`config.mk`:
```
export PLATFORM = sky130hd
export DESIGN_NAME = otter_cu_fsm
export DESIGN_NICKNAME = d
export VERILOG_FILES = /design/src/rtl/otter_pkg.sv /design/src/rtl/otter_cu_fsm.sv
export SDC_FILE = /design/constraint.sdc
export NUM_CORES = 1
export LEC_CHECK = 0
export CAP_MARGIN = 10
export CORE_MARGIN = 4
export CORE_UTILIZATION = 44
export DETAILED_ROUTE_END_ITERATION = 10
export GPL_ROUTABILITY_DRIVEN = 0
export PLACE_DENSITY = 0.84
export SLEW_MARGIN = 25
export SYNTH_ARGS = -nofsm -noshare
export SYNTH_HDL_FRONTEND = slang
export SYNTH_SLANG_ARGS = --single-unit
```
`constraint.sdc`:
```
create_clock -name clk -period 2.44 [get_ports clk]
set_input_delay 0.488 -clock clk [delete_from_list [all_inputs] [get_ports clk]]
set_output_delay 0.488 -clock clk [all_outputs]
set_load 0.005 [all_outputs]
```
`src/rtl/otter_pkg.sv`:
```
// otter_pkg: shared state encoding and RV32I opcode constants for the OTTER control unit
package otter_pkg;

    typedef enum logic [2:0] {ST_INIT, ST_FETCH, ST_EXEC, ST_WB, ST_INTR} state_t;

    localparam logic [6:0] LOAD   = 7'b0000011;
    localparam logic [6:0] STORE  = 7'b0100011;
    localparam logic [6:0] BRANCH = 7'b1100011;
    localparam logic [6:0] SYSTEM = 7'b1110011;
    localparam logic [6:0] LUI    = 7'b0110111;
    localparam logic [6:0] AUIPC  = 7'b0010111;
    localparam logic [6:0] JAL    = 7'b1101111;
    localparam logic [6:0] JALR   = 7'b1100111;
    localparam logic [6:0] OP_IMM = 7'b0010011;
    localparam logic [6:0] OP     = 7'b0110011;

    // Single-cycle instructions that write rd from the ALU/immediate path
    function automatic logic writes_rd(input logic [6:0] op);
        return op inside {LUI, AUIPC, JAL, JALR, OP_IMM, OP};
    endfunction

endpackage

```
`src/rtl/otter_cu_fsm.sv`:
```
// otter_cu_fsm: multicycle OTTER control FSM with memory handshakes, interrupts and fetch timeout
module otter_cu_fsm
    import otter_pkg::*;
#(
    parameter int IMEM_TIMEOUT = 15
) (
    input  logic       clk,
    input  logic       rst,
    input  logic [6:0] ir_opcode,
    input  logic [2:0] ir_func,
    input  logic       intr,
    input  logic       mie,
    input  logic       imem_rdy,
    input  logic       dmem_rdy,
    output logic       pcWrite,
    output logic       regWrite,
    output logic       memRDEN1,
    output logic       memRDEN2,
    output logic       memWE2,
    output logic       rst_out,
    output logic       csr_WE,
    output logic       int_taken,
    output logic       mret_exec,
    output logic       fetch_err
);

    localparam int CW = (IMEM_TIMEOUT > 15) ? $clog2(IMEM_TIMEOUT + 1) : 4;

    state_t          r_state;
    state_t          w_next;
    state_t          w_leave;
    logic [CW-1:0]   r_cnt;
    logic            w_sat;
    logic            w_hit;
    logic            w_sys;
    logic            w_csr;

    assign w_leave = (intr && mie) ? ST_INTR : ST_FETCH;
    assign w_sat   = r_cnt == CW'(IMEM_TIMEOUT);
    assign w_hit   = r_cnt >= CW'(IMEM_TIMEOUT - 1);
    assign w_sys   = ir_opcode == SYSTEM;
    assign w_csr   = w_sys && (ir_func inside {3'b001, 3'b010, 3'b011});

    // Next-state selection; instructions finish in EXEC or WB and only then may divert to INTR
    always_comb begin
        w_next = ST_FETCH;
        case (r_state)
            ST_INIT:  w_next = ST_FETCH;
            ST_FETCH: w_next = imem_rdy ? ST_EXEC : ST_FETCH;
            ST_EXEC:  w_next = (ir_opcode == LOAD) ? ST_WB :
                               (ir_opcode == STORE && !dmem_rdy) ? ST_EXEC : w_leave;
            ST_WB:    w_next = dmem_rdy ? w_leave : ST_WB;
            ST_INTR:  w_next = ST_FETCH;
            default:  w_next = ST_INIT;
        endcase
    end

    // State, fetch-wait counter (cleared outside FETCH, saturating) and sticky timeout flag
    always_ff @(posedge clk or posedge rst) begin
        if (rst) begin
            r_state   <= ST_INIT;
            r_cnt     <= '0;
            fetch_err <= 1'b0;
        end else begin
            r_state <= w_next;
            r_cnt   <= (r_state != ST_FETCH) ? '0 :
                       (!imem_rdy && !w_sat) ? r_cnt + CW'(1) : r_cnt;
            if (r_state == ST_FETCH && !imem_rdy && w_hit)
                fetch_err <= 1'b1;
        end
    end

    // Strobes decoded from current state and live inputs; LOAD and STORE are exclusive so read/write never overlap
    always_comb begin
        pcWrite   = 1'b0;
        regWrite  = 1'b0;
        memRDEN1  = 1'b0;
        memRDEN2  = 1'b0;
        memWE2    = 1'b0;
        rst_out   = 1'b0;
        csr_WE    = 1'b0;
        int_taken = 1'b0;
        mret_exec = 1'b0;
        case (r_state)
            ST_INIT:  rst_out = 1'b1;
            ST_FETCH: memRDEN1 = 1'b1;
            ST_EXEC: begin
                memRDEN2  = ir_opcode == LOAD;
                memWE2    = ir_opcode == STORE;
                pcWrite   = (ir_opcode == LOAD) ? 1'b0 : (ir_opcode == STORE) ? dmem_rdy : 1'b1;
                regWrite  = writes_rd(ir_opcode) || w_csr;
                csr_WE    = w_csr;
                mret_exec = w_sys && ir_func == 3'b000;
            end
            ST_WB: begin
                memRDEN2 = 1'b1;
                regWrite = dmem_rdy;
                pcWrite  = dmem_rdy;
            end
            ST_INTR: begin
                int_taken = 1'b1;
                pcWrite   = 1'b1;
            end
            default: ;
        endcase
    end

endmodule

```
==> results by group, run 1 <==
Run
  – Max-Cap Viols: 0

Synth
  – Dominant cell by count in the synthesized netlist: nor2_1
  – Library cell occupying the most area in the post-synthesis netlist: dfrtp_1
  – Post-Syn Area per Cell: 8.62 um2
  – Share of synthesized registers carrying an async set or reset: 100%
  – Post-synth EDFFs: 0
  – Sequential share of the synthesized area: 32.7%
  – XOR/XNOR Fraction of Synth Area: 4.29%
  – Post-synthesis share of cell area spent on full adders, half adders and majority gates: 4.09%
  – Synthesized netlist net count: 89
  – Predominant post-synthesis flop cell: dfrtp_1
  – Multiplexer area fraction after synthesis: 0%
  – Leading cell types by total area after synthesis: dfrtp_1 (33%), nor2_1 (8.0%), ha_1 (4.1%)
  – Dominant combinational cell family by area after synthesis: simple AND/OR/NAND/NOR gates
  – Warning count from the yosys run: 0
  – Area fraction in compound gates after synthesis: 22.3%
  – Commonest cells in the synthesized netlist: nor2_1 (13), dfrtp_1 (8), nand2_1 (6)
  – Netlist cell types: 29
  – FF+latch count, synth: 8
  – Basic-gate share of the synthesized area counting and, or, nand and nor cells: 31.7%
  – Cell area after technology mapping: 612 um2
  – Post-synthesis cell count: 71
  – Fraction of post-synthesis cell area in the top cell type by area: 32.7%

Layout
  – Combined flip-flop and latch cell area: 200 um2
  – Area added between synthesis and finish: 55.6%
  – Area occupied by multi-input gates: 397 um2
  – Final Core Density: 73.2%
  – Final nets: 125
  – Share of final-layout standard cells stronger than drive strength 1: 19.0%
  – Filler cells: 107
  – Count of inserted antenna diode cells: 0

Timing
  – Worst Tran Pin Value: 0.456 ns
  – Max Fclk: 423 MHz
  – Final slew viol count: 0
  – Sum of negative setup slack: 0 ns
  – Worst clock skew on the final layout: 0.00529 ns
  – Worst slew slack as a fraction of its limit: 69.6%
  – # setup viols final: 0
  – Final worst-path cycle share: 96.9%
  – Setup repair after global routing missed its margin: false
  – Fin. Hold Viols: 0
  – Final critical-path required period: 2.37 ns

CTS
  – Insertion delay to the later sink of the worst-skew pair: 0.26 ns
  – TritonCTS clock tree: yes
  – Clk slew on worst S/H paths: 0.05 ns
  – Maximum root-to-sink buffer count: 2
  – TritonCTS buffer count: 3
  – Clock root cell: clkbuf_4
  – Htree depth: 1
  – Clock sinks: 8
  – CTS Hold Bufs: 0

Worst setup path
  – Endpoint of the most critical register-to-register path: r_cnt[3]
  – Kind of start point of the critical path: input pin
  – R2r setup slk: 1.03 ns
  – Crit-path leading delay family: buffers and inverters
  – Worst r2r src: r_cnt[1]
  – Series of cell instances along the critical path: clkdlybuf4s50_1 > and4bb_4 > nand2_1 > nor2_1 > o21a_1 > dlygate4sd2_1
  – Slowest library cell on the worst path: clkdlybuf4s50_1
  – Element type at the critical path end: output pin
  – WS Path Type: in -> out
  – Buffer and inverter count on the worst path: 2
  – Required time reported for the critical path endpoint: 1.95 ns
  – Arr. time, crit path: 1.88 ns
  – Slowest Stage Delay on Critical Path: 0.42 ns
  – Cell count of the worst reg-to-reg path: 5
  – Maximum fanout encountered on the critical timing path: 4

GRT
  – Via count of the first global-routing pass: 706
  – Remaining global-route overflow: 0
  – Initial antenna violation count: 0
  – First-pass GRT wire length: 2.92 mm
  – Maximum number of pins on one net before global-route repair: 12
  – Total track usage: 19.9%

Die
  – Initial core utilization: 47.0%
  – Full die area: 2050 um2
  – Die outline width: 45.3 um
  – Area of the placeable core: 1300 um2
  – Die Ht: 45.3 um
  – I/O pin count: 26
  – Placement row count: 13

Routing
  – Routed wl met2: 937 um
  – First drt pass iteration count: 4
  – Detailed router's first-iteration violation count: 39
  – Residual DRC count: 0
  – Top routing layer in use: met4
  – Routed via count: 674
  – Met3 layer wire length in the routed design: 131 um
  – Wire length per cell after detailed routing: 14.7 um
  – Met1 layer wirelength in the final routing: 672 um
  – Vias per Instance: 5.62
  – Routed Antenna Nets: 0
  – Final routed wirelength across all metal layers: 1.77 mm

Power
  – Pwr Density: 742 nW/um2
  – Worst ir drop on vdd: 583 uV
  – Static Leak: 0.412 nW

Outcome
  – Status: completed

Place
  – Input/output buffers: 25
  – Half-perimeter wire length of the detailed placement result: 1.40 mm

Hold path
  – Path type of the worst min-delay path: in -> async
-- how the worst max path moves through the flow --
stage               end  depth (start not counted)    startpoint
5_1_grt        memRDEN2                          6  ir_opcode[3]
3_5_place_dp   memRDEN2                          6  ir_opcode[6]
2_1_floorplan  memRDEN2                          4  ir_opcode[2]
6_report       memRDEN2                          6  ir_opcode[3]
4_1_cts         pcWrite                          7  ir_opcode[3]
3_3_place_gp   memRDEN2                          6  ir_opcode[6]
-- timing repair --
item / 4_1_cts / 5_1_grt
setup buffers: 1 / 0
resized for setup: 9 / 3
endpoints found under the hold margin: 0 / 0
gates cloned: 0 / 0
pin swaps: 1 / 0
endpoints found under the setup margin: 6 / 2
-- cell usage in the layout (no fill, tap or decap), types with 2 or more instances in the layout --
cell,n
ha_1,2
nand4_1,4
nand3_1,2
o21bai_1,2
xor2_1,2
dfrtp_1,8
dlygate4sd2_1,5
inv_1,5
o21ai_0,2
o21a_1,2
buf_4,7
a32oi_1,2
nor2_1,12
nand2_1,6
nor3_1,3
clkbuf_4,3
nor2_4,3
clkdlybuf4s50_1,19
-- power breakdown --
part	leakage, nW	switching, mW	total, mW	internal, mW
clock	0.0138	0.0429	0.0990	0.0561
sequential	0.104	0.0754	0.244	0.168
combinational	0.294	0.176	0.364	0.187
-- kinds of logic (layout without fill, tap and decap cells) --
family | after synthesis | count (layout)
xor gates and xnor gates | 3 | 3
and+or+nand+nor | 35 | 35
buffers and inverters | 7 | 41
adders and majority gates | 2 | 2
DFF | 8 | 8
AOI/OAI and AO/OA | 16 | 16
-- registers in the layout, summed over array words and instances (netlist names) --
| name | cells |
|---|---|
| r_cnt | 4 |
| fetch_err | 1 |
| r_state | 3 |
-- layout make-up --
class                           count  share of cell area (%)
Timing Repair Buffer               32                    30.6
Tap cell                           15                    1.97
Multi-Input combinational cell     56                    41.7
Sequential cell                     8                    21.0
Clock buffer                        3                    2.37
Inverter                            6                    2.37
-- per-layer routing --
metal  vias up  GRT usage, %
met2        22          35.6
met3         4          7.57
met5         -             0
met1       324          21.8
li1        324             -
met4         0          5.26
-- metrics by stage --
stage	total power, mW	worst slack [ns]	std cells	hold slack (ns)	instance area, um2
after global routing	0.763	0.0262	120	0.490	952
after CTS	0.704	0.0388	120	0.476	951
after detailed placement	0.611	-0.202	116	0.496	918
after global placement	0.590	-0.111	116	0.461	918
final	0.706	0.0749	120	0.463	952
after floorplan	0.436	0.820	71	0.304	612
No activity file was read; power rests on OpenSTA's default activity.
==> inputs of run 2 (changes only) <==
--- a/config.mk
+++ b/config.mk
@@ -11,6 +11,7 @@
 export DETAILED_ROUTE_END_ITERATION = 10
 export GPL_ROUTABILITY_DRIVEN = 0
 export PLACE_DENSITY = 0.84
+export SKIP_CTS_REPAIR_TIMING = 1
 export SLEW_MARGIN = 25
 export SYNTH_ARGS = -nofsm -noshare
 export SYNTH_HDL_FRONTEND = slang
==> results by group, run 2 (synthesized netlist as in run 1, its figures left out) <==
Layout
  – Area added between synthesis and finish: 59.1%
  – Share of final-layout standard cells stronger than drive strength 1: 19.2% (+0.18 points)
  – Register with the most flip-flops: r_cnt
  – Final nets: 124 (-0.80%)
  – Most frequent standard cell in the layout excluding fill and tap cells: clkdlybuf4s50_1
  – Max FFs per register: 4 (unchanged)
  – Count of inserted antenna diode cells: 0 (unchanged)
  – Most frequent cells in the layout: clkdlybuf4s50_1 (19), nor2_1 (12), dfrtp_1 (8)
  – Final Core Density: 74.8% (+1.6 points)
  – Largest registers ranked by flip-flop count: r_cnt x4, r_state x3, fetch_err x1

CTS
  – Clock root cell: clkbuf_4
  – Insertion delay to the later sink of the worst-skew pair: 0.25 ns (about the same)
  – TritonCTS buffer count: 3 (unchanged)
  – Maximum root-to-sink buffer count: 2 (unchanged)
  – TritonCTS clock tree: yes
  – Clock sinks: 8 (unchanged)
  – Clk slew on worst S/H paths: 0.05 ns (about the same)
  – Htree depth: 1 (unchanged)

Routing
  – Detailed router's first-iteration violation count: 14 (-64%)
  – First drt pass iteration count: 5 (+1)
  – Wire length per cell after detailed routing: 15.1 um (+2.6%)
  – Residual DRC count: 0 (unchanged)
  – Final routed wirelength across all metal layers: 1.80 mm (+1.7%)
  – Routed Antenna Nets: 0 (unchanged)
  – Vias per Instance: 5.74 (+2.2%)
  – Routed via count: 683 (+1.3%)

Timing
  – Fin. Hold Viols: 0 (unchanged)
  – Final worst-path cycle share: 93.5% (-3.4 points)
  – # setup viols final: 0 (unchanged)
  – Max Fclk: 438 MHz (+3.6%)
  – Final slew viol count: 0 (unchanged)
  – Sum of negative setup slack: 0 ns (unchanged)
  – Worst Tran Pin Value: 0.449 ns (-0.00675 ns)
  – Final critical-path required period: 2.28 ns (-0.0830 ns)
  – Worst clock skew on the final layout: 0.00767 ns (+0.00238 ns)
  – Worst slew slack as a fraction of its limit: 70.1% (+0.45 points)
  – Setup repair after global routing missed its margin: false

Die
  – I/O pin count: 26 (unchanged)
  – Placement row count: 13 (unchanged)
  – Die outline width: 45.3 um (unchanged)
  – Die Ht: 45.3 um (unchanged)
  – Initial core utilization: 47.0% (unchanged)
  – Area of the placeable core: 1300 um2 (unchanged)
  – Full die area: 2050 um2 (unchanged)

Worst setup path
  – Cell count of the worst reg-to-reg path: 5 (unchanged)
  – Required time reported for the critical path endpoint: 1.95 ns (about the same)
  – Maximum fanout encountered on the critical timing path: 5 (+1)
  – Worst r2r src: r_cnt[0]
  – Slowest library cell on the worst path: clkdlybuf4s50_1
  – Kind of start point of the critical path: input pin
  – WS Path Type: in -> out
  – Arr. time, crit path: 1.79 ns (-0.09 ns)
  – R2r setup slk: 1.00 ns (-0.03 ns)
  – Element type at the critical path end: output pin
  – Slowest Stage Delay on Critical Path: 0.42 ns (about the same)
  – Series of cell instances along the critical path: clkdlybuf4s50_1 > and4bb_4 > nand2_2 > nor2_1 > o21a_1 > dlymetal6s2s_1
  – Endpoint of the most critical register-to-register path: r_cnt[3]

Power
  – Worst ir drop on vdd: 653 uV (+12%)
  – Pwr Density: 729 nW/um2 (-1.7%)
  – Static Leak: 0.485 nW (+18%)

GRT
  – Remaining global-route overflow: 0 (unchanged)
  – Via count of the first global-routing pass: 688 (-2.5%)
  – Initial antenna violation count: 0 (unchanged)
  – First-pass GRT wire length: 2.79 mm (-4.5%)
  – Maximum number of pins on one net before global-route repair: 12 (unchanged)
  – Total track usage: 19.0% (-0.91 points)

Outcome
  – Status: completed

Run
  – Max-Cap Viols: 0 (unchanged)

Place
  – Input/output buffers: 25 (unchanged)
  – Half-perimeter wire length of the detailed placement result: 1.40 mm (unchanged)

Hold path
  – Path type of the worst min-delay path: in -> async
[run 2: worst max-delay path by stage]
stage,start,to,cells past startpoint
after CTS,ir_opcode[6],memRDEN2,6
final,ir_opcode[3],memRDEN2,6
after global routing,ir_opcode[6],regWrite,6
after detailed placement,ir_opcode[6],memRDEN2,6
after global placement,ir_opcode[6],memRDEN2,6
after floorplan,ir_opcode[2],memRDEN2,4
[run 2: routing by layer]
layer  wire (um)  track usage, %  vias to the layer above
li1            -               -                      322
met1         706            21.0                      332
met2         938            33.1                       27
met3         133            7.57                        2
met4          17            5.85                        0
met5           0               0                        -
[run 2: where the power goes]
group	switching (mW)	internal [mW]	total, mW
registers	0.0745	0.168	0.243
logic	0.173	0.197	0.369
clock network	0.0421	0.0561	0.0982
[run 2: layout make-up]
class,count,area [um2]
tap,15,18.8
multi-input combinational,56,399
timing repair buffer,31,310
clock buffer,3,22.5
fill,98,328
inverter,6,22.5
sequential,8,200
[run 2: critical path: cells and delay by family]
kind	cells	cell delay [ns]
buffers and inverters	2	0.58
AND/OR/NAND/NOR	3	0.59
AO/OA/AOI/OAI	1	0.14
[run 2: metrics by stage]
| stage | hold slack, ns | power [mW] | setup WS [ns] | cells | cell area [um2] |
|---|---|---|---|---|---|
| after floorplan | 0.304 | 0.436 | 0.820 | 71 | 612 |
| after global placement | 0.461 | 0.590 | -0.111 | 116 | 918 |
| after detailed placement | 0.496 | 0.611 | -0.202 | 116 | 918 |
| after CTS | 0.476 | 0.710 | -0.219 | 119 | 941 |
| after global routing | 0.508 | 0.772 | 0.0887 | 119 | 973 |
| final | 0.476 | 0.710 | 0.158 | 119 | 973 |
==> RTL edit 1 (config.mk and constraints of run 2) <==
The parameter `IMEM_TIMEOUT` goes from 15 to 14.
--- a/src/rtl/otter_cu_fsm.sv
+++ b/src/rtl/otter_cu_fsm.sv
@@ -3,5 +3,5 @@
     import otter_pkg::*;
 #(
-    parameter int IMEM_TIMEOUT = 15
+    parameter int IMEM_TIMEOUT = 14
 ) (
     input  logic       clk,
Check against the original RTL: same outputs for any inputs over 10 cycles, from zero or initial values and one cycle with rst high; that may be too few to reach the edited logic, so the function may still have changed.
==> RTL edit 1 against run 2 <==
- the run now ends with negative setup slack left
- total power is 3.9% lower
- first-iteration DRC count shrank 43%
- sequential cell count unchanged
- setup slack worse by 0.30 ns
- final area rose by 5.4%
- register-to-register slack worse by 0.04 ns
- combinational power is 2% higher
- routed wire length grew 2.6%
- synthesized area up 6.7%
- critical path type unchanged
- largest cell class unchanged
==> RTL edit 1: results (changes against run 2) <==
STATUS='complete, but fails checks'
FAILED_CHECKS='negative setup slack'
CLOCK_TREE_AREA_FRACTION_PCT=2.20  # -0.12 points
DIEAREA_UM2=2160  # +5.5%
CRITICAL_PATH.MAX_STAGE_DELAY_NS=0.49  # +0.07 ns
GRT_FIRST_PASS_WIRELENGTH_UM=2770  # -0.75%
FINALNONFILLERCELLS=123  # +3.4%
AVGROUTEDWIREPERCELL_UM=15.0  # -0.77%
POWER.STATIC_LEAKAGE_nW=0.535  # +10%
SYNTHESIZED_INSTANCE_COUNT=76  # +7.0%
DETAIL_ROUTE.ITER0.VIOLATIONS=8  # -6
SETUP_VIOL=2  # +2
DRIVE_ABOVE_1_SHARE_PCT=19.4  # +0.21 points
WORST_PIN_SLEW_NS=0.378  # -0.0705 ns
FIRST_PASS_ITERS=6  # +1
GROUTE.USAGE.OVERALL_PCT=17.9  # -1.1 points
MULTIINPUTCOMBCELLCOUNT=58  # +3.6%
YS_TOP_CELLS_BY_AREA='sky130_fd_sc_hd__dfrtp_1, sky130_fd_sc_hd__ha_1, sky130_fd_sc_hd__nor2_1'
HOLD_SLACK_NS=0.475  # -0.00136 ns
DR_TOTAL_VIAS=673  # -1.5%
SETUP.REG_TO_REG.WORST_SLACK_NS=0.96  # -0.04 ns
SYNTH_FLOP_CELL='sky130_fd_sc_hd__dfrtp_1'
SYNTHTOPCELLSBYCOUNT='sky130_fd_sc_hd__nor2_1, sky130_fd_sc_hd__dfrtp_1, sky130_fd_sc_hd__inv_1, sky130_fd_sc_hd__nand2_1, sky130_fd_sc_hd__ha_1'
CLK_ROOT_BUFFER_CELL='sky130_fd_sc_hd__clkbuf_4'
SETUP_SLACK_NS=-0.145  # -0.303 ns
SYNTH_NETS=96  # +7.9%
FILLCELLCOUNT=96  # -2.0%
MAX-VDD-IR-DROP_V=0.000507  # -22%
SIGNAL_BUFFERS=30  # -3.2%
FINAL_NETS=130  # +4.8%
VIA_COUNT_OF_THE_FIRST_GLOBAL_ROUTING_PASS=682  # -0.87%
WORST-ENDPOINT-ARRIVAL_NS=2.10  # +0.31 ns
FIN_SETUP_TNS_NS=-0.208  # -0.208 ns
DP.FINAL_HPWL_UM=1400  # -0.27%
N_CLOCK_BUFFER=3  # unchanged
SHARE_OF_THE_YOSYS_CHIP_AREA_BELONGING_TO_REGISTERS_PCT=30.7  # -2.1 points
CRITPATHMAXFANOUT=4  # -1
FIN_WORST_SKEW_NS=0.00578  # -0.00189 ns
YOSYS.CELL_TYPES.COUNT=32  # +10%
SEQ-CELL-SHARE_PCT=19.5  # -1.1 points
AREA_SHARE_NONCLK_BUFFERS_PCT=30.0  # -1.9 points
INVERTERS_EXCL_CLOCK=9  # +3
MULTI_INPUT_GATE_AREA_UM2=443  # +11%
PATH_DELAY_FAMILY='buffers and inverters'
RTL edit 1: cell types whose count changed after synthesis, sizes merged, moves of 2 or more:
cell and delta:
inv +3, ha +2, nand2 +2, nand4 -2
RTL edit 1: worst paths after layout:
check	endpoint	startpoint	depth (start not counted)
max reg2reg	r_cnt[3]$_DFFE_PP0P_	r_cnt[0]$_DFFE_PP0P_	6
min reg2reg	fetch_err$_DFFE_PP0P_	fetch_err$_DFFE_PP0P_	1
min	r_cnt[0]$_DFFE_PP0P_	rst	2
max in group asynchronous	r_state[2]$_DFF_PP0_	rst	2
max	memRDEN2	ir_opcode[2]	6
min in group clk	fetch_err$_DFFE_PP0P_	fetch_err$_DFFE_PP0P_	1
RTL edit 1: power breakdown:
| group | switching (mW) | internal [mW] |
|---|---|---|
| sequential | 0.0379 | 0.163 |
| combinational | 0.190 | 0.188 |
| clock | 0.0470 | 0.0564 |
| total | 0.275 | 0.407 |
RTL edit 1: cells by family after synthesis:
| family | after synthesis | synth area share (%) |
|---|---|---|
| buf+inv | 10 | 6.90 |
| simple gates | 36 | 32.0 |
| compound gates | 15 | 18.8 |
| xor+xnor | 3 | 4.02 |
| fa+ha+maj | 4 | 7.66 |
| flops | 8 | 30.7 |
RTL edit 1: through the flow:
stage / instance area (um2) / util, % / setup WS [ns]
2_1_floorplan: 653 / - / 0.809
3_3_place_gp: 948 / 70.3 / -0.159
3_5_place_dp: 948 / 70.3 / -0.194
4_1_cts: 971 / 71.9 / -0.215
5_1_grt: 1030 / 76.0 / -0.190
6_report: 1030 / 76.0 / -0.145
RTL edit 1: layer usage:
layer	GRT usage [%]	wire length (um)	vias up
li1	-	-	330
met1	20.3	766	315
met2	29.9	932	24
met3	5.47	122	4
met4	8.52	20	0
met5	0	0	-
==> RTL edit 2 (config.mk and constraints of run 2) <==
Made on the original files. Put one more register stage on the output `fetch_err`, without a reset. The value now appears one clock later. The other outputs are not delayed to match.
--- a/src/rtl/otter_cu_fsm.sv
+++ b/src/rtl/otter_cu_fsm.sv
@@ -26,4 +26,6 @@
 
     localparam int CW = (IMEM_TIMEOUT > 15) ? $clog2(IMEM_TIMEOUT + 1) : 4;
+
+    logic fetch_err_s0;
 
     state_t          r_state;
@@ -61,5 +63,5 @@
             r_state   <= ST_INIT;
             r_cnt     <= '0;
-            fetch_err <= 1'b0;
+            fetch_err_s0 <= 1'b0;
         end else begin
             r_state <= w_next;
@@ -67,5 +69,5 @@
                        (!imem_rdy && !w_sat) ? r_cnt + CW'(1) : r_cnt;
             if (r_state == ST_FETCH && !imem_rdy && w_hit)
-                fetch_err <= 1'b1;
+                fetch_err_s0 <= 1'b1;
         end
     end
@@ -106,4 +108,8 @@
     end
 
+    always_ff @(posedge clk) begin
+        fetch_err <= fetch_err_s0;
+    end
+
 endmodule
 
Function: same outputs for any inputs over 10 cycles, from zero or initial values and one cycle with rst high; that may be too few to reach the edited logic, so the function may still have changed.
==> RTL edit 2 against run 2 <==
- synthesized area is 13% higher
- routed wire length is 14% higher
- setup slack worse by 0.073 ns
- total power rose by 3.6%
- final area increased by 11%
- sequential cell count rose by 1
- register-to-register slack worse by 0.07 ns
- combinational power rose by 6.8%
- critical path type unchanged
- global-route usage up 0.065 points
==> RTL edit 2: results (changes against run 2) <==
CRITPATHMAXFANOUT=2  # -3
FINAL_CORE_UTIL_PCT=72.4  # -2.5 points
GRT_MAX_DEGREE=11  # -1
WORST-ENDPOINT-ARRIVAL_NS=1.87  # +0.08 ns
FINAL.PERIOD_UTILIZATION_PCT=96.5  # +3.0 points
RR_WORST_DEPTH=4  # -1
FILLCELLCOUNT=109  # +11%
VIA_COUNT_OF_THE_FIRST_GLOBAL_ROUTING_PASS=664  # -3.5%
YS_TOP_CELLS_BY_AREA='sky130_fd_sc_hd__dfrtp_1, sky130_fd_sc_hd__nand4bb_4, sky130_fd_sc_hd__o311ai_0'
DR_TOTAL_VIAS=719  # +5.3%
SETUP.REG_TO_REG.WORST_SLACK_NS=0.93  # -0.07 ns
MAX-VDD-IR-DROP_V=0.000674  # +3.3%
FINAL_NETS=125  # +0.81%
DPL-INSTANCE-AREA_UM2=991  # +7.9%
CLOCK_LATENCY_NS=0.27  # +0.02 ns
STATUS='complete, no violations'
PRE_CTS_WS_NS=-0.456  # -0.254 ns
DRIVE_ABOVE_1_SHARE_PCT=24.5  # +5.3 points
PATH_DELAY_FAMILY='buffers and inverters'
PLACED_CELL_COUNT=118  # +1.7%
SYNTHTOPCELLSBYCOUNT='sky130_fd_sc_hd__dfrtp_1, sky130_fd_sc_hd__nand2_1, sky130_fd_sc_hd__inv_1, sky130_fd_sc_hd__nor2_1'
AVGROUTEDWIREPERCELL_UM=16.8  # +11%
POWER.STATIC_LEAKAGE_nW=0.538  # +11%
HOLD_SLACK_NS=0.398  # -0.0779 ns
GRT_FIRST_PASS_WIRELENGTH_UM=2890  # +3.7%
DP.FINAL_HPWL_UM=1550  # +11%
SYNTHARSTFLOPSHARE_PCT=88.9  # -11 points
YOSYS.CELL_TYPES.COUNT=42  # +45%
GROUTE.USAGE.OVERALL_PCT=19.1  # +0.065 points
STARTPOINT_OF_THE_MOST_CRITICAL_SETUP_PATH='ir_func[0]'
==> RTL edit 2: cell types whose count changed after synthesis, moves of 2 or more <==
cell	before	now
sky130_fd_sc_hd__nand4_1	4	1
sky130_fd_sc_hd__buf_6	0	2
sky130_fd_sc_hd__nand4b_1	0	2
sky130_fd_sc_hd__xor2_1	2	0
sky130_fd_sc_hd__o21bai_1	2	0
sky130_fd_sc_hd__mux2i_1	0	2
sky130_fd_sc_hd__nor2_1	13	5
sky130_fd_sc_hd__o311ai_0	0	3
sky130_fd_sc_hd__nor2_4	2	0
==> RTL edit 2: kinds of logic (layout without fill, tap and decap cells) <==
| family | count (synthesis) | after routing | share of synthesized area [%] |
|---|---|---|---|
| adder cells (fa/ha/maj) | 2 | 2 | 3.62 |
| AND/OR/NAND/NOR | 30 | 30 | 30.6 |
| multiplexers | 2 | 2 | 2.90 |
| AO/OA/AOI/OAI | 19 | 19 | 22.1 |
| buffers and inverters | 9 | 43 | 7.61 |
| XOR/XNOR | 1 | 1 | 1.27 |
| flip-flops | 9 | 9 | 31.9 |
==> RTL edit 2: layout make-up <==
class / instances / share of cell area [%]
clock buffer: 4 / 2.44
inverter: 7 / 2.79
multi-input combinational: 54 / 41.8
sequential: 9 / 20.4
tap: 16 / 1.86
timing repair buffer: 32 / 30.7
==> RTL edit 2: power breakdown <==
group,leakage (nW),switching [mW],internal [mW]
Sequential,0.112,0.0416,0.181
Combinational,0.411,0.186,0.208
Clock,0.0150,0.0556,0.0633
==> RTL edit 2: routing by layer <==
layer | share of wire (%) | track usage [%] | routed length (um)
met4 | 1.4 | 9.14 | 29
met2 | 54 | 33.4 | 1110
met3 | 6.8 | 6.02 | 139
met5 | 0 | 0 | 0
met1 | 37 | 20.7 | 764
